## src/rtl/piso_frame_tx_pkg.sv

```systemverilog
// rtl/piso_frame_tx_pkg.sv - shared array dimensions, FSM state type and counter sizing helper
package piso_frame_tx_pkg;

    localparam int array_width_p  = 2;
    localparam int array_height_p = 2;
    localparam int width_default  = 1;
    localparam int depth_default  = 8;
    localparam int words_default  = array_width_p * array_height_p;

    typedef enum logic {
        IDLE  = 1'b0,
        SHIFT = 1'b1
    } piso_state_e;

    // A counter over n values still needs one bit when n == 1.
    function automatic int cnt_width(input int n);
        return (n > 1) ? $clog2(n) : 1;
    endfunction

endpackage

```

## src/rtl/piso_frame_tx.sv

```systemverilog
// rtl/piso_frame_tx.sv - parallel-in/serial-out word transmitter with word and frame markers
module piso_frame_tx
    import piso_frame_tx_pkg::*;
#(
    parameter int width_p = width_default,
    parameter int depth_p = depth_default,
    parameter int words_p = words_default
) (
    input  logic                       clk_i,
    input  logic                       reset_i,
    output logic                       ready_o,
    input  logic                       valid_i,
    input  logic [width_p*depth_p-1:0] data_i,
    output logic                       valid_o,
    output logic [width_p-1:0]         data_o,
    input  logic                       yumi_i,
    output logic                       word_last_o,
    output logic                       frame_last_o
);

    localparam int word_w     = width_p * depth_p;
    localparam int beat_cnt_w = cnt_width(depth_p);
    localparam int word_cnt_w = cnt_width(words_p);

    localparam logic [beat_cnt_w-1:0] beat_last_idx = beat_cnt_w'(depth_p - 1);
    localparam logic [word_cnt_w-1:0] word_last_idx = word_cnt_w'(words_p - 1);

    piso_state_e             state_r;
    piso_state_e             state_n;
    logic [word_w-1:0]       shift_r;
    logic [beat_cnt_w-1:0]   beat_cnt_r;
    logic [word_cnt_w-1:0]   word_cnt_r;

    logic load;
    logic consume;
    logic last_consume;

    always_ff @(posedge clk_i) begin
        if (reset_i) begin
            state_r <= IDLE;
        end else begin
            state_r <= state_n;
        end
    end

    // Reset forces every output low, including ready_o, regardless of state.
    always_comb begin
        state_n      = state_r;
        ready_o      = 1'b0;
        valid_o      = 1'b0;
        data_o       = '0;
        word_last_o  = 1'b0;
        frame_last_o = 1'b0;
        load         = 1'b0;
        consume      = 1'b0;
        last_consume = 1'b0;
        if (!reset_i) begin
            case (state_r)
                IDLE: begin
                    ready_o = 1'b1;
                    load    = valid_i;
                    if (valid_i) begin
                        state_n = SHIFT;
                    end
                end
                SHIFT: begin
                    valid_o      = 1'b1;
                    data_o       = shift_r[word_w-1 -: width_p];
                    word_last_o  = (beat_cnt_r == beat_last_idx);
                    frame_last_o = (word_cnt_r == word_last_idx);
                    consume      = yumi_i;
                    // Taking the final beat frees the register in the same cycle,
                    // so a waiting word is loaded with no bubble.
                    if (yumi_i && word_last_o) begin
                        ready_o      = 1'b1;
                        last_consume = 1'b1;
                        load         = valid_i;
                        state_n      = valid_i ? SHIFT : IDLE;
                    end
                end
                default: state_n = IDLE;
            endcase
        end
    end

    always_ff @(posedge clk_i) begin
        if (reset_i) begin
            shift_r    <= '0;
            beat_cnt_r <= '0;
            word_cnt_r <= '0;
        end else begin
            if (load) begin
                shift_r    <= data_i;
                beat_cnt_r <= '0;
            end else if (consume) begin
                shift_r    <= shift_r << width_p;
                beat_cnt_r <= beat_cnt_r + beat_cnt_w'(1);
            end
            if (last_consume) begin
                word_cnt_r <= (word_cnt_r == word_last_idx) ? '0
                                                            : word_cnt_r + word_cnt_w'(1);
            end
        end
    end

endmodule
```

## config.mk

```make
export PLATFORM = sky130hd
export DESIGN_NAME = piso_frame_tx
export DESIGN_NICKNAME = d
export VERILOG_FILES = /design/src/rtl/piso_frame_tx_pkg.sv /design/src/rtl/piso_frame_tx.sv
export SDC_FILE = /design/constraint.sdc
export NUM_CORES = 1
export LEC_CHECK = 0
export BUFFER_PORTS_ARGS = -buffer_cell sky130_fd_sc_hd__buf_2
export CELL_PAD_IN_SITES_DETAIL_PLACEMENT = 0
export CELL_PAD_IN_SITES_GLOBAL_PLACEMENT = 1
export CORE_UTILIZATION = 36
export CTS_BUF_LIST = sky130_fd_sc_hd__clkbuf_4
export DETAILED_ROUTE_END_ITERATION = 16
export PLACE_DENSITY = 0.79
export SETUP_SLACK_MARGIN = 0.2
export SLEW_MARGIN = 20
export SYNTH_ARGS = -nofsm -noshare
export SYNTH_HDL_FRONTEND = slang
export SYNTH_SLANG_ARGS = --single-unit
export TNS_END_PERCENT = 1
```

## constraint.sdc

```tcl
create_clock -name clk_i -period 1.3 [get_ports clk_i]
set_input_delay 0 -clock clk_i [delete_from_list [all_inputs] [get_ports clk_i]]
set_output_delay 0 -clock clk_i [all_outputs]
set_load 0.02 [all_outputs]
```

==> summary.md, run 1 <==
| Metric | Value |
|---|---|
| Vias per Instance | `5.15` |
| Syn nets | `93` |
| Wire per inst | `12.3 um` |
| Clock Tree Buf Depth | `2` |
| Die height | `46 um` |
| Main combinational cell family by area after synthesis | `simple AND/OR/NAND/NOR gates` |
| WL final | `1600 um` |
| Core Box Area | `1760 um2` |
| Layout cell share with drive strength beyond 1 | `37.1%` |
| Yosys top cell area share | `about 40%` |
| Status | `finished with violations` |
| Clock Pin Slew Worst Setup and Hold Paths | `0.09 ns` |
| Max Cap Viol | `0` |
| Pwr per Cell Area | `908 nW/um2` |
| TritonCTS clock tree | `built` |
| Fmax | `713 MHz` |
| Critical hold path startpoint | `valid_i` |
| Final worst slack | `-0.103 ns` |
| Crit share post-route | `108%` |
| Num CTS Buffers | `3` |
| Synth warn | `0` |
| Post-route insts no fill | `130` |
| Synth top area cells | `dfxtp_1 (40%), a311oi_1 (8.8%), nand2_1 (8.6%), nor3_1 (7.2%), ha_1 (5.4%)` |
| Row Count | `15` |
| Final Max Tran Viols | `0` |
| Simple-gate portion of the synthesized area | `27.3%` |
| Final ANT Viol Nets | `0` |
| Die area | `2120 um2` |
| Violated checks | `negative setup slack` |
| HPWL after DPL | `roughly 1100 um` |
| Vias in the first global route | `approximately 630` |
| Tot Pwr | `869 uW` |
| Total track usage | `between 10% and 20%` |
| Multiplexer share of the synthesized area | `approximately 4.5%` |
| # DRC | `0` |
| Setup TNS | `-0.659 ns` |
| Nets | `121` |
| Startpoint type of the worst setup path | `register` |
| Xor/xnor share of the synthesized area | `between 1 and 1.5%` |
| Netlist Area Pre-Place | `697 um2` |
| 1st-iter DRT viols | `9` |
| Sink Count | `14` |
| Fillers | `~180` |
| Port Buffer Count | `16` |
| First-pass GRT wire length | `2620 um` |
| Placed Cells | `119` |
| Post-synthesis adder-cell area fraction | `5.39%` |
| Async S/R FF share, synth | `0%` |
| Initial antenna violation count | `0` |
| Final Setup Violations | `10` |
| DR pass1 iterations | `4` |
| Final Hold Violating Endpoints | `0` |
| Worst Hold Class | `input port to register` |
| Top cell type by total area after synthesis | `dfxtp_1` |
| Routability cong. | `0.716` |
| RSZ-0062 raised after global routing | `true` |
| Critical Path Sink Type | `output pin` |
| Most common cell in the netlist | `nand2_1` |
| Arr. time, crit path | `1.40 ns` |
| Sequential share of the synthesized area | `about two fifths` |
| FF+latch count, synth | `14` |
| LEAKAGE | `0.393 nW` |
| Req. time, crit path | `between 1 and 1.5 ns` |
| CP Class | `register to output pin` |
| Clock latency on the worst-skew pair | `0.28 ns` |
| Largest net degree at the start of global routing | `13` |
| Distinct cells, synth | `26` |
| Ant diodes | `0` |
| Synth cell count leaders | `nand2_1 (16), dfxtp_1 (14), nor3_1 (10)` |
| Area delta synth->final | `37.3%` |
| Post-synth EDFFs | `0` |
| Peak supply drop | `0.000651 V` |
| DIE WIDTH | `around 46 um` |
| Crit path from | `beat_cnt_r[1]` |
| Finished layout cell area | `957 um2` |
| Placed instance area | `855 um2` |
| Ys flop type | `dfxtp_1` |
| Clk_skew | `roughly 0.0028 ns` |
| Io pins | `17` |
| Synth Area per Inst | `8.93 um2` |
| Worst Path Max Fanout | `7` |
| Root Driver | `clkbuf_4` |
| Worst-margin pin slew | `0.338 ns` |
| Reg-to-reg startpoint | `beat_cnt_r[1]` |
| Gr ovfl total | `0` |
| Mapped Cells | `78` |
| Via Count | `669` |
| H-tree depth | `1` |
| Initial core utilization | `39.5%` |
| Final Critical Period | `between 1 and 1.5 ns` |
| Slew HR | `77.4%` |
| Post-synthesis compound-gate area fraction | `16.3%` |
==> cells in the final DEF (no fill, tap or decap), drive strengths merged <==
cell type,instances
dfxtp,14
a21boi,1
a311oi,7
a21oi,2
mux2,1
dlygate4sd3,2
inv,1
nand2,16
nand2b,2
nor2b,2
xnor2,1
and3b,1
ha,3
a31oi,1
nor3,10
nand3,1
buf,25
and2,3
nand3b,1
a21bo,1
nor2,2
o31ai,1
clkbuf,3
mux2i,2
clkinv,1
o211ai,1
==> per-stage QoR <==
stage          worst slack (ns)  utilization [%]  hold slack, ns
3_5_place_dp            -0.0409             48.4           0.277
6_report                 -0.103             54.3          0.0224
3_3_place_gp           -0.00556             48.4           0.269
2_1_floorplan            0.0950                -           0.148
4_1_cts                  -0.119             54.1          0.0180
5_1_grt                  -0.177             54.3          0.0171
==> registers in the layout, summed over array words and instances (netlist names) <==
| name | count |
|---|---|
| state_r | 1 |
| shift_r | 8 |
| beat_cnt_r | 3 |
| word_cnt_r | 2 |
==> cell type report <==
type / instances / area (um2) / share of cell area [%]
clock buffer: 3 / 22.5 / 2.35
clock inverter: 1 / 3.75 / 0.392
inverter: 1 / 3.75 / 0.392
multi-input combinational: 59 / 427 / 44.6
sequential: 14 / 283 / 29.5
tap: 25 / 31.3 / 3.27
timing repair buffer: 27 / 186 / 19.5
==> critical path, stage by stage (launching register included) <==
cell      delay (ns)
dfxtp_2         0.34
ha_4            0.16
ha_4            0.16
a21boi_4        0.22
nor2_1          0.08
buf_4           0.16
==> repair_timing <==
action                                 CTS  global route
endpoints found under the hold margin    1             0
setup endpoints to repair               18            19
pin swaps                                4             1
resized for setup                        5             1
hold buffers                             2             0
setup buffers                            5             0
==> final timing paths <==
path / end / slack, ns / cells after the start
hold reg to reg: word_cnt_r[0] / 0.48 / 1
setup reg to reg: shift_r[2] / -0.08 / 6
hold / removal: state_r / 0.02 / 3
setup / recovery: ready_o / -0.10 / 5
==> routing by layer <==
| layer | track usage [%] | up-vias | share of wire (%) |
|---|---|---|---|
| met5 | 0 | - | 0 |
| met2 | 28.5 | 26 | 49 |
| li1 | - | 334 | - |
| met1 | 21.2 | 307 | 44 |
| met3 | 6.35 | 2 | 6.9 |
| met4 | 7.65 | 0 | 0.75 |
==> cells by family after synthesis <==
group / Yosys count
AOI/OAI and AO/OA: 14
xor gates and xnor gates: 1
adders and majority gates: 3
buffers and inverters: 5
DFF: 14
muxes: 3
and+or+nand+nor: 38
==> where the power goes <==
part / total [mW] / internal (mW) / leakage (nW) / switching (mW)
Clock: 0.265 / 0.111 / 0.0154 / 0.154
Combinational: 0.142 / 0.0726 / 0.262 / 0.0693
Sequential: 0.461 / 0.449 / 0.115 / 0.0129
Total: 0.869 / 0.633 / 0.393 / 0.236
(Power assumes the default switching activity.)
==> run 2: changes to the inputs <==
ABC_AREA = 1   (was default)
CORE_UTILIZATION = 34   (was 36)
GPL_TIMING_DRIVEN = 0   (was default)
PLACE_DENSITY = 0.78   (was 0.79)
==> run 2 against run 1 <==
Utilization is 0.15 points lower. Non-clock buffer count rose by 3. Sequential power barely moved. Global-route usage decreased by 0.10 points. Critical path depth increased by 3. Via count up 17%. The run still ends with negative setup slack left. Cell count up 28%. Die area increased by 16%. Routed wire length up 19%. Maximum frequency increased by 5.7%. Highest routed layer unchanged. Clock skew rose by 0.0070 ns.
==> summary.md, run 2 <==
| Metric | Value |
|---|---|
| Distinct cells, synth | `19` |
| Max Cap Viol | `0` |
| Req. time, crit path | `around 1.5 ns` |
| Die area | `2450 um2` |
| Core Box Area | `2040 um2` |
| Setup TNS | `-0.0696 ns` |
| Netlist Area Pre-Place | `767 um2` |
| Clock latency on the worst-skew pair | `about 0.28 ns` |
| Total track usage | `17.7%` |
| Final Max Tran Viols | `0` |
| Worst-margin pin slew | `0.568 ns` |
| Worst Hold Class | `input port to register` |
| Ys flop type | `dfxtp_1` |
| LEAKAGE | `0.532 nW` |
| Ant diodes | `0` |
| Num CTS Buffers | `3` |
| Slew HR | `between 60% and 70%` |
| Nets | `156` |
| Status | `finished with violations` |
| Yosys top cell area share | `a little over a third` |
| Syn nets | `around 130` |
| Max reg flops | `8` |
| Arr. time, crit path | `~1.5 ns` |
| Row Count | `16` |
| Clock Pin Slew Worst Setup and Hold Paths | `0.09 ns` |
| Peak supply drop | `0.000529 V` |
| Final Critical Period | `1.33 ns` |
| Die height | `49.5 um` |
| Cell family with most CP delay | `flip-flops` |
| Critical Path Sink Type | `register` |
| HPWL after DPL | `1220 um` |
| Most common cell in the netlist | `nand2_1` |
| Pwr per Cell Area | `792 nW/um2` |
| Synth top area cells | `dfxtp_1 (37%), nand2_1 (18%), nand3_1 (7.8%), a21oi_1 (7.2%), inv_1 (5.9%)` |
| # DRC | `0` |
| Routability cong. | `0.751` |
| WL final | `1900 um` |
| Post-layout util | `a little over half` |
| Top cell type by total area after synthesis | `dfxtp_1` |
| Biggest register | `shift_r` |
| Vias in the first global route | `686` |
| Commonest non-fill, non-tap cell in the layout | `nand2_1` |
| Largest net degree at the start of global routing | `11` |
| Port Buffer Count | `16` |
| Placed instance area | `931 um2` |
| Bufs and invs on worst path | `1` |
| RSZ-0062 raised after global routing | `true` |
| Layout cell share with drive strength beyond 1 | `37.4%` |
| Sink Count | `14` |
| Violated checks | `negative setup slack` |
| Clk_skew | `0.00978 ns` |
| 1st-iter DRT viols | `4` |
| Worst Path Max Fanout | `6` |
| Final ANT Viol Nets | `0` |
| Synth warn | `0` |
| Final worst slack | `-0.0277 ns` |
| Fmax | `~750 MHz` |
| DR pass1 iterations | `4` |
| Initial antenna violation count | `0` |
| Largest registers | `shift_r x8, beat_cnt_r x3, word_cnt_r x2` |
| Mapped Cells | `around 110` |
| CP Class | `register to register` |
| Final Setup Violations | `5` |
| Initial core utilization | `37.6%` |
| Post-synth EDFFs | `0` |
| Gr ovfl total | `0` |
| Tot Pwr | `approximately 900 uW` |
| Synth cell count leaders | `nand2_1 (36), dfxtp_1 (14), inv_1 (12), nand3_1 (12), a21oi_1 (11)` |
| Root Driver | `clkbuf_4` |
| Area delta synth->final | `44.0%` |
| Wire per inst | `11.4 um` |
| DIE WIDTH | `49.5 um` |
| CP max-delay cell | `dfxtp_2` |
| Clock Tree Buf Depth | `2` |
| Most frequent cells in the layout | `nand2_1 (31), buf_2 (14), inv_1 (12)` |
| Synth Area per Inst | `6.85 um2` |
| Crit path largest cell delay | `0.34 ns` |
| Io pins | `17` |
| Vias per Instance | `4.72` |
| Cells along the critical path | `ha_4, ha_4, nand2_4, nand2_4, nand3_4, buf_6, nand3_1, a21oi_2` |
| Final Hold Violating Endpoints | `0` |
| Finished layout cell area | `~1100 um2` |
| Crit share post-route | `102%` |
| Startpoint type of the worst setup path | `register` |
| H-tree depth | `1` |
| Via Count | `783` |
| Async S/R FF share, synth | `0%` |
| First-pass GRT wire length | `3240 um` |
| FF+latch count, synth | `14` |
| TritonCTS clock tree | `built` |
| Sequential share of the synthesized area | `a little over a third` |
[run 2: changes by cell type after synthesis, moves of 7 or more]
| cell | change |
|---|---|
| a21oi_1 | +9 |
| a311oi_1 | -7 |
| inv_1 | +11 |
| nand2_1 | +20 |
| nand3_1 | +11 |
| nand4_1 | +7 |
| nor3_1 | -10 |
[run 2: power breakdown]
group          total [mW]  switching [mW]  internal (mW)  leakage (nW)
Combinational       0.170          0.0943         0.0754         0.401
Sequential          0.459          0.0130          0.446         0.117
Clock               0.246           0.139          0.107        0.0138
Total               0.875           0.247          0.628         0.532
[run 2: metal layers]
metal  vias up  part of all wire (%)  track usage (%)  wire [um]
met3         2                   4.0             3.70         76
met2        16                    44             26.0        834
li1        419                     -                -          -
met1       346                    51             24.9        974
met4         0                  0.74             7.14         14
met5         -                     0                0          0
[run 2: per-stage QoR]
stage               instances  worst slack, ns  hold slack, ns
global route              166          -0.0975          0.0271
detailed placement        155          -0.0566           0.284
finish                    166          -0.0277          0.0105
global placement          155          -0.0511           0.272
floorplan                 112           0.0501          0.0691
CTS                       165         -0.00999         0.00259
[run 2: logic make-up (layout without fill, tap and decap cells)]
group                    after synthesis  after routing  share of synthesized area [%]
buffers and inverters                 20             47                           11.6
XOR/XNOR                               1              1                           1.14
flip-flops                            14             14                           36.5
adder cells (fa/ha/maj)                3              3                           4.89
AND/OR/NAND/NOR                       62             62                           37.0
AO/OA/AOI/OAI                         12             12                           8.81
[run 2: repair_timing]
action	CTS	global route
buffers inserted	5	0
cloned	1	0
pin swaps	11	9
endpoints found under the setup margin	17	17
hold buffers	1	1
hold endpoints to repair	1	1
gates resized for setup	13	12
[run 2: path summary, 6_finish.rpt]
| kind | depth (start not counted) | endpoint | start | slack (ns) |
|---|---|---|---|---|
| max | 8 | shift_r[6] | beat_cnt_r[1] | -0.03 |
| min | 2 | state_r | reset_i | 0.01 |
| max reg2reg | 8 | shift_r[6] | beat_cnt_r[1] | -0.03 |
| min reg2reg | 2 | shift_r[7] | shift_r[7] | 0.48 |
[run 2: area by class of cell]
| class | count | area, um2 |
|---|---|---|
| well taps | 27 | 33.8 |
| clock buffers | 3 | 22.5 |
| multi-input cells | 78 | 494 |
| repair buffers | 24 | 164 |
| fillers | 215 | 937 |
| inverters | 14 | 52.6 |
| flip-flops and latches | 14 | 292 |
| plain buffers | 6 | 46.3 |
==> run 3: changes to the inputs <==
PLACE_DENSITY = 0.74   (was 0.78)
clock period = 1.1 ns   (was 1.3 ns; I/O delays follow)
==> run 3 against run 2 <==
The flow finishes with violations (negative hold slack, negative setup slack). Critical endpoint is now shift_r[2]. Largest cell class unchanged. Utilization rose by 0.18 points. Global-route usage fell by 1.4 points. Largest power group unchanged. Setup slack got worse by 0.21 ns.
==> summary.md, run 3 (same netlist as run 2, synthesis figures left out) <==
| Metric | Value |
|---|---|
| Cell family with most CP delay | `flip-flops` |
| Worst Path Max Fanout | `6` |
| Clock Tree Buf Depth | `2` |
| DR pass1 iterations | `4` |
| Routability cong. | `0.716` |
| Area delta synth->final | `44.5%` |
| H-tree depth | `1` |
| Layout cell share with drive strength beyond 1 | `39.6%` |
| Peak supply drop | `0.000542 V` |
| Violated checks | `negative hold slack, negative setup slack` |
| Sequential power share | `52.0%` |
| Final ANT Viol Nets | `0` |
| Commonest non-fill, non-tap cell in the layout | `nand2_1` |
| Row Count | `16` |
| Ant diodes | `0` |
| Startpoint type of the worst setup path | `register` |
| Setup TNS | `-2.59 ns` |
| Worst-margin pin slew | `0.574 ns` |
| CP Class | `register to register` |
| DIE WIDTH | `49.5 um` |
| WL final | `1810 um` |
| Arr. time, crit path | `between 1.5 and 2 ns` |
| Sink Count | `14` |
| Core Box Area | `2040 um2` |
| Fillers | `214` |
| Post-layout util | `54.3%` |
| Worst Hold Class | `input port to register` |
| Final Critical Period | `1.33 ns` |
| Post-place setup slack | `-0.254 ns` |
| TritonCTS clock tree | `built` |
| Combinational share of power | `about a fifth` |
| Die height | `49.5 um` |
| Switching Share | `28.3%` |
| First-pass GRT wire length | `2980 um` |
| Initial antenna violation count | `0` |
| Io pins | `17` |
| Bufs and invs on worst path | `1` |
| Crit path largest cell delay | `0.36 ns` |
| Via Count | `784` |
| Biggest register | `shift_r` |
| Gr ovfl total | `0` |
| 1st-iter DRT viols | `14` |
| Clock latency on the worst-skew pair | `0.28 ns` |
| Die area | `roughly 2400 um2` |
| Fmax | `between 700 and 800 MHz` |
| Final Max Tran Viols | `0` |
| Num CTS Buffers | `3` |
| Pwr per Cell Area | `941 nW/um2` |
| HPWL after DPL | `around 1200 um` |
| CP max-delay cell | `dfxtp_2` |
| Final Setup Violations | `15` |
| Root Driver | `clkbuf_4` |
| Status | `finished with violations` |
| Hold WS | `-0.000822 ns` |
| Largest net degree at the start of global routing | `11` |
| Cells along the critical path | `ha_4, ha_4, nand2_4, nand2_4, nand3_4, buf_6, nand2_2, nand2_1, a21oi_1` |
| Nets | `155` |
| RSZ-0062 raised after global routing | `true` |
| Most frequent cells in the layout | `nand2_1 (32), inv_1 (12), buf_2 (12)` |
| Port Buffer Count | `16` |
| Max Cap Viol | `0` |
| Crit share post-route | `121%` |
| Final Hold Violating Endpoints | `1` |
| Clock Pin Slew Worst Setup and Hold Paths | `roughly 0.090 ns` |
| Largest registers | `shift_r x8, beat_cnt_r x3, word_cnt_r x2` |
| Clock share of power | `28.5%` |
| Critical Path Sink Type | `register` |
| Vias in the first global route | `678` |
| Slew HR | `61.8%` |
| # DRC | `0` |
| Vias per Instance | `4.72` |
| LEAKAGE | `0.532 nW` |
| Clk_skew | `roughly 0.0052 ns` |
| Post-route insts no fill | `~170` |
| Wire per inst | `roughly 11 um` |
| CTS Hold Bufs | `1` |
| Initial core utilization | `between 30% and 40%` |
| Pint | `between 700 and 800 uW` |
| Placed Cells | `around 160` |
| Net switching power | `295 uW` |
| Max reg flops | `8` |
| Final worst slack | `-0.233 ns` |
| Req. time, crit path | `1.31 ns` |
| Total track usage | `16.2%` |
| Tot Pwr | `1.04 mW` |
run 3: changes by cell type in the layout (fill, tap and decap cells not counted), sizes merged:
cell         previous run  this run
clkinv                  0         1
dlygate4sd3             2         1
run 3: power by group through the flow:
stage | clock network (mW) | logic (mW) | registers [mW]
4_1_cts | 0.321 | 0.188 | 0.541
3_3_place_gp | 0 | 0.159 | 0.556
6_report | 0.297 | 0.204 | 0.543
3_5_place_dp | 0 | 0.161 | 0.556
5_1_grt | 0.340 | 0.226 | 0.545
2_1_floorplan | 0 | 0.108 | 0.553
run 3: layout make-up:
type	count	area [um2]	area share (%)
multi-input combinational	78	498	44.9
sequential	14	292	26.3
timing repair buffer	23	159	14.3
inverter	14	52.6	4.74
buffer	6	47.5	4.29
tap	27	33.8	3.05
clock buffer	3	22.5	2.03
clock inverter	1	3.75	0.339
run 3: repair_timing:
| action | in CTS | in global routing |
|---|---|---|
| pin swaps | 11 | 8 |
| hold endpoints to repair | 2 | 2 |
| setup buffers | 4 | 1 |
| endpoints found under the setup margin | 19 | 19 |
| gates cloned | 1 | 0 |
| resized for setup | 17 | 13 |
run 3: path summary, 6_finish.rpt:
path | from | to | slack [ns] | cells past startpoint
hold / removal | reset_i | state_r | -0.0008 | 2
hold reg to reg | word_cnt_r[0] | word_cnt_r[0] | 0.47 | 1
setup / recovery | beat_cnt_r[0] | shift_r[2] | -0.23 | 9
setup reg to reg | beat_cnt_r[0] | shift_r[2] | -0.23 | 9
run 3: per-layer routing:
| metal | global-route usage (%) | share of wire (%) | vias to the layer above |
|---|---|---|---|
| li1 | - | - | 418 |
| met1 | 22.1 | 51 | 344 |
| met2 | 24.2 | 43 | 18 |
| met3 | 3.09 | 4.4 | 4 |
| met4 | 8.57 | 1.5 | 0 |
| met5 | 0 | 0 | - |
run 3: stage by stage:
stage                     hold slack [ns]  cell area, um2
after floorplan                    0.0691             817
after global placement              0.271             931
after detailed placement            0.279             931
after CTS                         -0.0142            1060
after global routing             -0.00713            1110
final                           -0.000822            1110
